[src/rtl/i2c_mem_arbiter.sv]
// i2c_mem_arbiter
// Shares one single-port synchronous memory between an I2C subordinate engine
// and a local host. I2C has fixed priority because SCL timing cannot be
// stretched. A small starvation counter lets the host win after I2C has been
// granted STARVE_LIMIT times in a row while the host was waiting.
//
// Each access takes exactly three cycles: IDLE (arbitrate and latch),
// ACCESS (drive the memory port), RESP (pulse the winner's ack and return
// read data). Everything the access needs is latched at grant, so a requester
// that changes or drops its inputs mid-access does not disturb it.
//
// Ports
//   clk, rst                      clock, synchronous active-high reset
//   i2c_req/we/addr/wdata         I2C-side request
//   i2c_ack, i2c_rdata            I2C completion pulse and read data
//   host_req/we/addr/wdata        host-side request
//   host_ack, host_rdata          host completion pulse and read data
//   mem_en/we/addr/wdata          memory port, mem_rdata valid one cycle after mem_en
//   busy                          high whenever not IDLE
//   owner                         0 = I2C, 1 = host (meaningful while busy)
module i2c_mem_arbiter #(
  parameter int ADDR_W       = 7,
  parameter int DATA_W       = 8,
  parameter int STARVE_LIMIT = 3
) (
  input  logic              clk,
  input  logic              rst,
  input  logic              i2c_req,
  input  logic              i2c_we,
  input  logic [ADDR_W-1:0] i2c_addr,
  input  logic [DATA_W-1:0] i2c_wdata,
  output logic              i2c_ack,
  output logic [DATA_W-1:0] i2c_rdata,
  input  logic              host_req,
  input  logic              host_we,
  input  logic [ADDR_W-1:0] host_addr,
  input  logic [DATA_W-1:0] host_wdata,
  output logic              host_ack,
  output logic [DATA_W-1:0] host_rdata,
  output logic              mem_en,
  output logic              mem_we,
  output logic [ADDR_W-1:0] mem_addr,
  output logic [DATA_W-1:0] mem_wdata,
  input  logic [DATA_W-1:0] mem_rdata,
  output logic              busy,
  output logic              owner
);

  typedef enum logic [1:0] {
    IDLE   = 2'd0,
    ACCESS = 2'd1,
    RESP   = 2'd2
  } state_t;

  localparam logic [1:0] LIMIT = STARVE_LIMIT[1:0];

  state_t            state_q, state_d;
  logic              owner_q, owner_d;
  logic              we_q, we_d;
  logic [ADDR_W-1:0] addr_q, addr_d;
  logic [DATA_W-1:0] wdata_q, wdata_d;
  logic [1:0]        starve_q, starve_d;
  logic [DATA_W-1:0] i2c_rdata_q, i2c_rdata_d;
  logic [DATA_W-1:0] host_rdata_q, host_rdata_d;
  logic              host_wins;
  logic              resp_live;

  always_comb begin
    state_d      = state_q;
    owner_d      = owner_q;
    we_d         = we_q;
    addr_d       = addr_q;
    wdata_d      = wdata_q;
    starve_d     = starve_q;
    i2c_rdata_d  = i2c_rdata_q;
    host_rdata_d = host_rdata_q;
    // Host wins when alone, or when I2C has used up its consecutive grants.
    host_wins    = host_req && (!i2c_req || (starve_q == LIMIT));

    unique case (state_q)
      IDLE: begin
        if (!host_req) begin
          starve_d = '0;
        end
        if (i2c_req || host_req) begin
          state_d = ACCESS;
          owner_d = host_wins;
          if (host_wins) begin
            we_d     = host_we;
            addr_d   = host_addr;
            wdata_d  = host_wdata;
            starve_d = '0;
          end else begin
            we_d    = i2c_we;
            addr_d  = i2c_addr;
            wdata_d = i2c_wdata;
            // Saturate so a limit of 3 can never wrap back to 0.
            if (host_req && (starve_q != 2'b11)) begin
              starve_d = starve_q + 2'd1;
            end
          end
        end
      end
      ACCESS: begin
        state_d = RESP;
      end
      RESP: begin
        state_d = IDLE;
        // Capture read data so rdata holds its value after the ack pulse.
        if (!we_q) begin
          if (owner_q) begin
            host_rdata_d = mem_rdata;
          end else begin
            i2c_rdata_d = mem_rdata;
          end
        end
      end
      default: begin
        state_d = IDLE;
      end
    endcase
  end

  always_ff @(posedge clk) begin
    if (rst) begin
      state_q      <= IDLE;
      owner_q      <= 1'b0;
      we_q         <= 1'b0;
      addr_q       <= '0;
      wdata_q      <= '0;
      starve_q     <= '0;
      i2c_rdata_q  <= '0;
      host_rdata_q <= '0;
    end else begin
      state_q      <= state_d;
      owner_q      <= owner_d;
      we_q         <= we_d;
      addr_q       <= addr_d;
      wdata_q      <= wdata_d;
      starve_q     <= starve_d;
      i2c_rdata_q  <= i2c_rdata_d;
      host_rdata_q <= host_rdata_d;
    end
  end

  // An access interrupted by reset while in RESP must not be acknowledged,
  // so the ack is suppressed in the very cycle reset is asserted.
  assign resp_live  = (state_q == RESP) && !rst;
  assign i2c_ack    = resp_live && !owner_q;
  assign host_ack   = resp_live && owner_q;
  assign i2c_rdata  = (i2c_ack && !we_q) ? mem_rdata : i2c_rdata_q;
  assign host_rdata = (host_ack && !we_q) ? mem_rdata : host_rdata_q;

  assign mem_en    = (state_q == ACCESS);
  assign mem_we    = mem_en && we_q;
  assign mem_addr  = addr_q;
  assign mem_wdata = wdata_q;
  assign busy      = (state_q != IDLE);
  assign owner     = owner_q;

endmodule
[config.mk]
export PLATFORM = sky130hd
export DESIGN_NAME = i2c_mem_arbiter
export DESIGN_NICKNAME = d
export VERILOG_FILES = /design/src/rtl/i2c_mem_arbiter.sv
export SDC_FILE = /design/constraint.sdc
export NUM_CORES = 1
export LEC_CHECK = 0
export ABC_AREA = 1
export CORE_MARGIN = 1
export CORE_UTILIZATION = 38
export DETAILED_ROUTE_END_ITERATION = 8
export GPL_TIMING_DRIVEN = 0
export PLACE_DENSITY_LB_ADDON = 0.05
export REMOVE_ABC_BUFFERS = 1
export SYNTH_ARGS = -nofsm -noshare
export SYNTH_HDL_FRONTEND = slang
export SYNTH_SLANG_ARGS = --single-unit
export TNS_END_PERCENT = 5
[constraint.sdc]
create_clock -name clk -period 1.2 [get_ports clk]
set_input_delay 0.12 -clock clk [delete_from_list [all_inputs] [get_ports clk]]
set_output_delay 0.12 -clock clk [all_outputs]
set_load 0.02 [all_outputs]
After elaboration in Yosys (flattened, before gate mapping)
Index checks and enable logic that the tools add are counted.
{ "word_totals": {"register_bits": 37, "input_bits": 44, "output_inout_bits": 37} }
{ "classes": {"add_sub_neg": 1, "n_eq_ne": 5, "mux": 11, "n_bitwise": 2, "reduce_logical": 19} }
{ "ops": {"columns": ["op", "n"], "rows": [
  ["8-bit two-way mux", 3],
  ["2-bit two-way mux", 5],
  ["1-bit logical AND", 8],
  ["7-bit two-way mux", 1],
  ["3-bit AND reduction", 2],
  ["2-bit == test, second input constant", 2],
  ["1-bit zero test", 4],
  ["2-bit != test, second input constant", 2],
  ["2-bit one-hot mux with 2 select lines", 1],
  ["2-bit by 1-bit adder with 2-bit output, second input constant", 1],
  ["2-bit by 1-bit == test with 1-bit output, second input constant", 1],
  ["2-bit zero test", 1],
  ["1-bit logical OR", 2],
  ["1-bit NOT", 2],
  ["2-bit AND reduction", 1],
  ["2-bit nonzero test", 1],
  ["1-bit two-way mux", 1]
]} }

Longest topological paths before layout
Gate-level depths: netlist of run 1.
{ "depth": {"ltp_word": 5, "depth_mapped": 9, "depth_no_buf": 8} }

Worst setup path after synthesis of run 1
OpenSTA, ideal clock, no wires.
{ "synth_path": {"path_kind": "register -> output", "from": "register owner_q (netlist: owner)", "to": "output port host_rdata[0]", "arrival_ns": 1.272, "required_time_ns": 1.080, "slack_ns": -0.192, "stages_incl_launch_ff": 6, "path_cell_list": "dfxtp_1 inv_1 nor2_2 nand2_4 buf_6 o21ai_1"} }
{ "synth_via": {"elab_chain_len": 3} }
{ "synth_lines": {"columns": ["element", "line_no", "rtl"], "rows": [
  ["start, declared", "58", "logic owner_q, owner_d;"],
  ["start signal, assigned", "136", "owner_q <= owner_d;"],
  ["1-bit logical AND", "150", "assign host_ack = resp_live && owner_q;"],
  ["1-bit logical AND", "152", "assign host_rdata = (host_ack && !we_q) ? mem_rdata : host_rdata_q;"],
  ["8-bit two-way mux", "152", null],
  ["end, declared", "39", "output logic [DATA_W-1:0] host_rdata,"]
]} }
No other way between the ends.

Final worst setup path of run 1
{ "layout_path": {"from": "register state_q[1]", "to": "output port i2c_rdata[2]"} }
{ "layout_via": {"elab_chain_len": 5} }
{ "layout_lines": {"columns": ["element", "line_no", "rtl"], "rows": [
  ["start, declared", "57", "state_t state_q, state_d;"],
  ["start signal, assigned", "135", "state_q <= state_d;"],
  ["2-bit == test", "148", "assign resp_live = (state_q == RESP) && !rst;"],
  ["1-bit logical AND", "148", null],
  ["1-bit logical AND", "149", "assign i2c_ack = resp_live && !owner_q;"],
  ["1-bit logical AND", "151", "assign i2c_rdata = (i2c_ack && !we_q) ? mem_rdata : i2c_rdata_q;"],
  ["8-bit two-way mux", "151", null],
  ["end, declared", "33", "output logic [DATA_W-1:0] i2c_rdata,"]
]} }
No other way between the ends.

==> flow_metrics.py, run 1 <==
metrics = {
    "place": {
        "port_buffers": 80,
        "placedCellCount": 397,
        "post-dp-hpwl_um": 3390,
        "dp_slack_ns": -1.45,
        "place.gp.congestion": 0.797,
    },
    "finish": {
        "nNetsFinal": 403,
        "antenna_cells": 0,
        "final.fill_count": 418,
        "multi_input_area_um2": 1190,
        "final_cells": 425,
        "syn_to_final_growth_pct": 65.8,
        "register_area_um2": 754,
        "utilization_pct": 66.7,
        "drive_above_1_share_pct": 30.4,
    },
    "hold_path": {
        "holdCritPathClass": "in -> reg",
    },
    "cts": {
        "h-tree-depth": 2,
        "cts_made_buffers": 5,
        "cts_tree": "done",
        "clockRootBuffer": "clkbuf_8",
        "cts_buffer_depth": 2,
        "cts.sinks": 37,
        "path_clk_slew_ns": 0.07,
        "worstSkewPairLatency_ns": 0.29,
        "postCtsHoldBufs": 0,
    },
    "detailed_routing": {
        "drtPass1Iterations": 4,
        "drt-wirelength-per-cell_um": 13.9,
        "drt-total-wl_um": 5910,
        "routed_via_density": 5.02,
        "first_iter_violations": 86,
        "route.detailed.drc": 0,
        "num_vias": 2132,
        "final_antenna_net_count": 0,
    },
    "timing": {
        "relSlewSlack_pct": 62.5,
        "clock_skew_ns": 0.00675,
        "report.final.hold_viol_count": 0,
        "fmax_mhz": 646,
        "period_share_pct": 129,
        "drv_slew": 0,
        "timing.final.ws_setup_ns": -0.348,
        "tightest_slew_ns": 0.563,
        "tns_ns": -9.16,
        "rsz0062_at_grt": "yes",
        "setup-violations-final": 45,
        "period_minus_slack_ns": 1.55,
    },
    "run": {
        "drv_cap": 0,
    },
    "yosys": {
        "syn_area_um2": 1930,
        "synth.top_cells.by_count": "nand2_1, nand3_1, dfxtp_1",
        "yosys_most_used_dff": "dfxtp_1",
        "syn_avg_cell_area_um2": 7.27,
        "postSynthCellCount": 265,
        "synth_edf_count": 0,
        "synth_top_area_share_pct": 38.4,
        "synth_cell_type_count": 24,
        "synth-seq-area-share_pct": 38.4,
        "yosys_warnings": 0,
        "yosysTopAreaCell": "dfxtp_1",
        "yosys-top-cells-area": "dfxtp_1, nand3_1, nand2_1",
        "synth_seq_cells": 37,
        "async_reset_ff_share_pct": 0,
        "yosysMostFrequentCell": "nand2_1",
    },
    "setup_path": {
        "worstPathRequired_ns": 1.08,
        "startpoint_type": "flip-flop",
        "worstPathArrival_ns": 1.43,
        "cp_max_fo": 6,
        "path_class": "reg -> out",
        "path_delay_family": "simple AND/OR/NAND/NOR gates",
        "slowest_delay_ns": 0.37,
        "crit_path_top_delay_cell": "dfxtp_4",
        "end_kind": "output port",
        "path_cells": "inv_4 -> nor2_4 -> nand2_4 -> clkinv_8 -> nand2_8 -> nand2_2 -> o21ai_4 -> buf_6",
        "critPathBufInv": 3,
    },
    "die": {
        "io_pins": 81,
        "core_um2": 4790,
        "die-height_um": 73.2,
        "die_area_um2": 5360,
        "start_util_pct": 40.3,
        "rows": 25,
        "dieWidth_um": 73.2,
    },
    "outcome": {
        "failed_checks": "setup timing",
        "status": "complete, but fails checks",
    },
    "grt": {
        "grt_pass1_vias": 1920,
        "grt_pass1_wl_um": 9120,
        "grt-ovfl-total": 0,
        "track_usage_pct": 22.5,
        "antenna_found_initial": 0,
        "grt_start_max_net_pins": 31,
    },
    "power_and_ir_drop": {
        "ir_worst_vdd_mv": 0.631,
        "p_per_area_nw_per_um2": 1020,
        "p_leak_nw": 1.45,
    },
}
==> cells by family after synthesis <==
logic type | after synthesis | synth area share (%)
buffers and inverters | 48 | 12.5
AND/OR/NAND/NOR | 140 | 34.9
adder cells (fa/ha/maj) | 1 | 0.649
flip-flops | 37 | 38.4
AO/OA/AOI/OAI | 39 | 13.4
==> area by class of cell <==
class	count	area share (%)
Clock inverter	2	1.10
Sequential cell	37	23.6
Multi-Input combinational cell	184	37.2
Inverter	33	4.43
Clock buffer	5	2.15
Timing Repair Buffer	97	28.9
Tap cell	67	2.62
==> path summary, 6_finish.rpt <==
check                           from                  endpoint  slack [ns]  cells after the start
max          state_q[1]$_SDFFE_PP0P_              i2c_rdata[2]       -0.35                      8
max reg2reg  state_q[1]$_SDFFE_PP0P_  mem_addr[0]$_SDFFE_PP0P_       -0.17                      8
min reg2reg  state_q[1]$_SDFFE_PP0P_   state_q[1]$_SDFFE_PP0P_        0.46                      1
min                              rst        owner$_SDFFE_PP0P_        0.24                      2
==> timing repair <==
item / CTS / global route
gates resized for setup: 168 / 27
gates cloned: 4 / 0
setup buffers: 13 / 4
pin swaps: 10 / 7
setup endpoints to repair: 73 / 58
==> state kept, by name (all words and copies together), names as in the netlist <==
signal        cells
host_rdata_q      8
i2c_rdata_q       8
mem_addr          7
mem_wdata         8
owner             1
starve_q          2
state_q           2
we_q              1
==> placed cells by master, fill, tap and decap left out, types with 2 or more instances in the layout <==
cell and instances:
nand3_1 49, nand2_1 44, clkdlybuf4s50_1 42, dfxtp_1 32
inv_1 28, o21ai_2 21, buf_4 20, buf_6 15
dlygate4sd2_1 15, nand4_1 13, nand2_2 10, nor2_1 9
nand2_8 8, o21ai_1 8, nor2_4 5, a21oi_1 5
clkbuf_8 5, o21ai_4 4, nand2_4 3, dfxtp_4 3
inv_2 2, inv_4 2, clkdlybuf4s15_2 2, buf_2 2
dfxtp_2 2
==> per-stage QoR <==
stage	hold slack (ns)	total power [W]	cell area [um^2]
4_1_cts	0.238	0.00322	3070
5_1_grt	0.251	0.00341	3190
6_report	0.242	0.00325	3190
2_1_floorplan	0.189	0.00174	1810
3_3_place_gp	0.458	0.00211	2700
3_5_place_dp	0.464	0.00212	2700
==> report_power, final <==
group | leakage [nW] | internal, W | switching, W
clock | 0.0540 | 0.000604 | 0.000449
sequential | 0.305 | 0.00130 | 0.0000512
combinational | 1.09 | 0.000374 | 0.000476
total | 1.45 | 0.00228 | 0.000977
==> layer usage <==
metal / vias to the layer above / global-route usage [%] / wire length [um]
li1: 1067 / - / -
met1: 980 / 29.4 / 2520
met2: 72 / 35.0 / 2850
met3: 13 / 6.77 / 406
met4: 0 / 8.06 / 125
met5: - / 0 / 0
Note: power is estimated with default switching activity, not from simulation.
==> run 2, diff against run 1 <==
--- a/config.mk
+++ b/config.mk
@@ -7,7 +7,7 @@
 export LEC_CHECK = 0
 export ABC_AREA = 1
 export CORE_MARGIN = 1
-export CORE_UTILIZATION = 38
+export CORE_UTILIZATION = 43
 export DETAILED_ROUTE_END_ITERATION = 8
 export GPL_TIMING_DRIVEN = 0
 export PLACE_DENSITY_LB_ADDON = 0.05
==> constraint.sdc (replaced) <==
create_clock -name clk -period 1.69 [get_ports clk]
set_input_delay 0.169 -clock clk [delete_from_list [all_inputs] [get_ports clk]]
set_output_delay 0.169 -clock clk [all_outputs]
set_load 0.02 [all_outputs]
==> flow_metrics.py, run 2 (synthesis results as in run 1) <==
metrics = {
    "cts": {
        "clockRootBuffer": "clkbuf_8",
        "path_clk_slew_ns": 0.08,
        "h-tree-depth": 2,
        "cts_buffer_depth": 2,
        "worstSkewPairLatency_ns": 0.30,
        "cts.sinks": 37,
        "postCtsHoldBufs": 0,
        "cts_tree": "done",
        "cts_made_buffers": 5,
    },
    "place": {
        "placedCellCount": 380,
        "place.gp.congestion": 0.764,
        "post-dp-hpwl_um": 3300,
        "dpl_cell_area_um2": 2670,
        "port_buffers": 80,
    },
    "power_and_ir_drop": {
        "p_comb_share_pct": 25.9,
        "p_sw_w": 0.000675,
        "p_sw_share_pct": 31.7,
        "p_int_w": 0.00146,
        "seqPwrFrac_pct": 44.9,
        "ir_worst_vdd_mv": 0.384,
        "p_leak_nw": 1.30,
        "p_per_area_nw_per_um2": 751,
        "clockPowerShare_pct": 29.1,
        "p_total_w": 0.00213,
    },
    "setup_path": {
        "path_class": "reg -> out",
        "reg2reg_depth": 7,
        "worstPathArrival_ns": 1.50,
        "worstPathRequired_ns": 1.52,
        "end_kind": "output port",
        "rr_endpoint": "mem_addr[0]$_SDFFE_PP0P_",
        "reg2reg_slack_ns": 0.10,
        "cp_max_fo": 12,
        "r2r-start": "state_q[1]$_SDFFE_PP0P_",
        "startpoint_type": "flip-flop",
    },
    "detailed_routing": {
        "route.detailed.drc": 0,
        "first_iter_violations": 93,
        "drtPass1Iterations": 4,
        "drt-total-wl_um": 5280,
        "routed_via_density": 5.17,
        "drt-wirelength-per-cell_um": 13.5,
        "num_vias": 2026,
        "final_antenna_net_count": 0,
    },
    "die": {
        "die-height_um": 68.9,
        "die_area_um2": 4750,
        "rows": 23,
        "start_util_pct": 46.5,
        "core_um2": 4140,
        "dieWidth_um": 68.9,
        "io_pins": 81,
    },
    "finish": {
        "final_common_cell": "clkdlybuf4s50_1",
        "nNetsFinal": 386,
        "final.fill_count": 383,
        "syn_to_final_growth_pct": 47.4,
        "final_cell_mix": "clkdlybuf4s50_1, nand2_1, nand3_1",
        "antenna_cells": 0,
        "stdcell_area_um2": 2840,
        "final_cells": 392,
        "drive_above_1_share_pct": 18.7,
    },
    "timing": {
        "setup-violations-final": 0,
        "report.final.hold_viol_count": 0,
        "fmax_mhz": 599,
        "drv_slew": 0,
        "whs_ns": 0.277,
        "rsz0062_at_grt": "yes",
        "clock_skew_ns": 0.00995,
        "tightest_slew_ns": 0.845,
        "relSlewSlack_pct": 43.7,
        "period_minus_slack_ns": 1.67,
        "period_share_pct": 98.7,
        "tns_ns": 0,
    },
    "hold_path": {
        "min_to": "owner$_SDFFE_PP0P_",
        "hold_start": "rst",
        "min_path_cells": 2,
        "holdCritPathClass": "in -> reg",
    },
    "grt": {
        "grt-ovfl-total": 0,
        "grt_start_max_net_pins": 31,
        "grt_pass1_wl_um": 7820,
        "antenna_found_initial": 0,
        "grt_pass1_vias": 1835,
        "track_usage_pct": 22.8,
    },
    "outcome": {
        "status": "finished, final reports clean",
    },
    "run": {
        "drv_cap": 0,
    },
}
-- run 2: per-stage QoR --
step	utilization [%]	setup WS, ns
2_1_floorplan	-	0.260
3_3_place_gp	64.5	-1.00
3_5_place_dp	64.5	-1.01
4_1_cts	65.8	-0.114
5_1_grt	68.5	-0.0479
6_report	68.5	0.0214
-- run 2: how the worst max path moves through the flow --
stage,from,to,slack [ns],cells after the start
floorplan,owner$_SDFFE_PP0P_,host_rdata[0],0.26,4
global placement,rst,host_rdata[4],-1.00,8
detailed placement,rst,host_rdata[6],-1.01,8
CTS,state_q[1]$_SDFFE_PP0P_,host_rdata[2],-0.11,8
global route,state_q[1]$_SDFFE_PP0P_,i2c_rdata[7],-0.05,8
finish,state_q[1]$_SDFFE_PP0P_,host_rdata[6],0.02,7
-- run 2: cell type report --
type	instances	area (um^2)	share of cell area, %
Timing Repair Buffer	82	774	27.3
Clock inverter	3	17.5	0.617
Multi-Input combinational cell	182	1030	36.2
Inverter	33	139	4.89
Sequential cell	37	751	26.4
Clock buffer	5	68.8	2.42
Tap cell	50	62.6	2.20
-- run 2: layer usage --
| metal | share of wire, % | wire [um] | GRT usage, % | vias to the layer above |
|---|---|---|---|---|
| met2 | 50 | 2610 | 40.0 | 50 |
| li1 | - | - | - | 1034 |
| met4 | 1.7 | 89 | 9.18 | 0 |
| met1 | 43 | 2260 | 24.9 | 932 |
| met3 | 6.0 | 314 | 7.89 | 10 |
| met5 | 0 | 0 | 0 | - |
-- run 2: power by group through the flow --
stage               registers [W]  logic [W]  clock network [W]
finish                   0.000958   0.000553           0.000621
CTS                      0.000957   0.000524           0.000629
global placement         0.000974   0.000521                  0
detailed placement       0.000974   0.000526                  0
floorplan                 0.00101   0.000224                  0
global route             0.000964   0.000600           0.000666
-- run 2: timing repair --
action | in CTS | in global routing
buffers inserted | 0 | 2
setup endpoints to repair | 38 | 35
pin swaps | 0 | 6
gates resized for setup | 77 | 30
gates cloned | 0 | 2
-- run 2: worst max-delay path, cell delays in order (launching register included) --
cell,delay (ns)
dfxtp_4,0.37
inv_2,0.06
nor2_4,0.14
nand2_4,0.09
clkinv_8,0.11
nand2_8,0.10
o21ai_2,0.13
buf_2,0.18
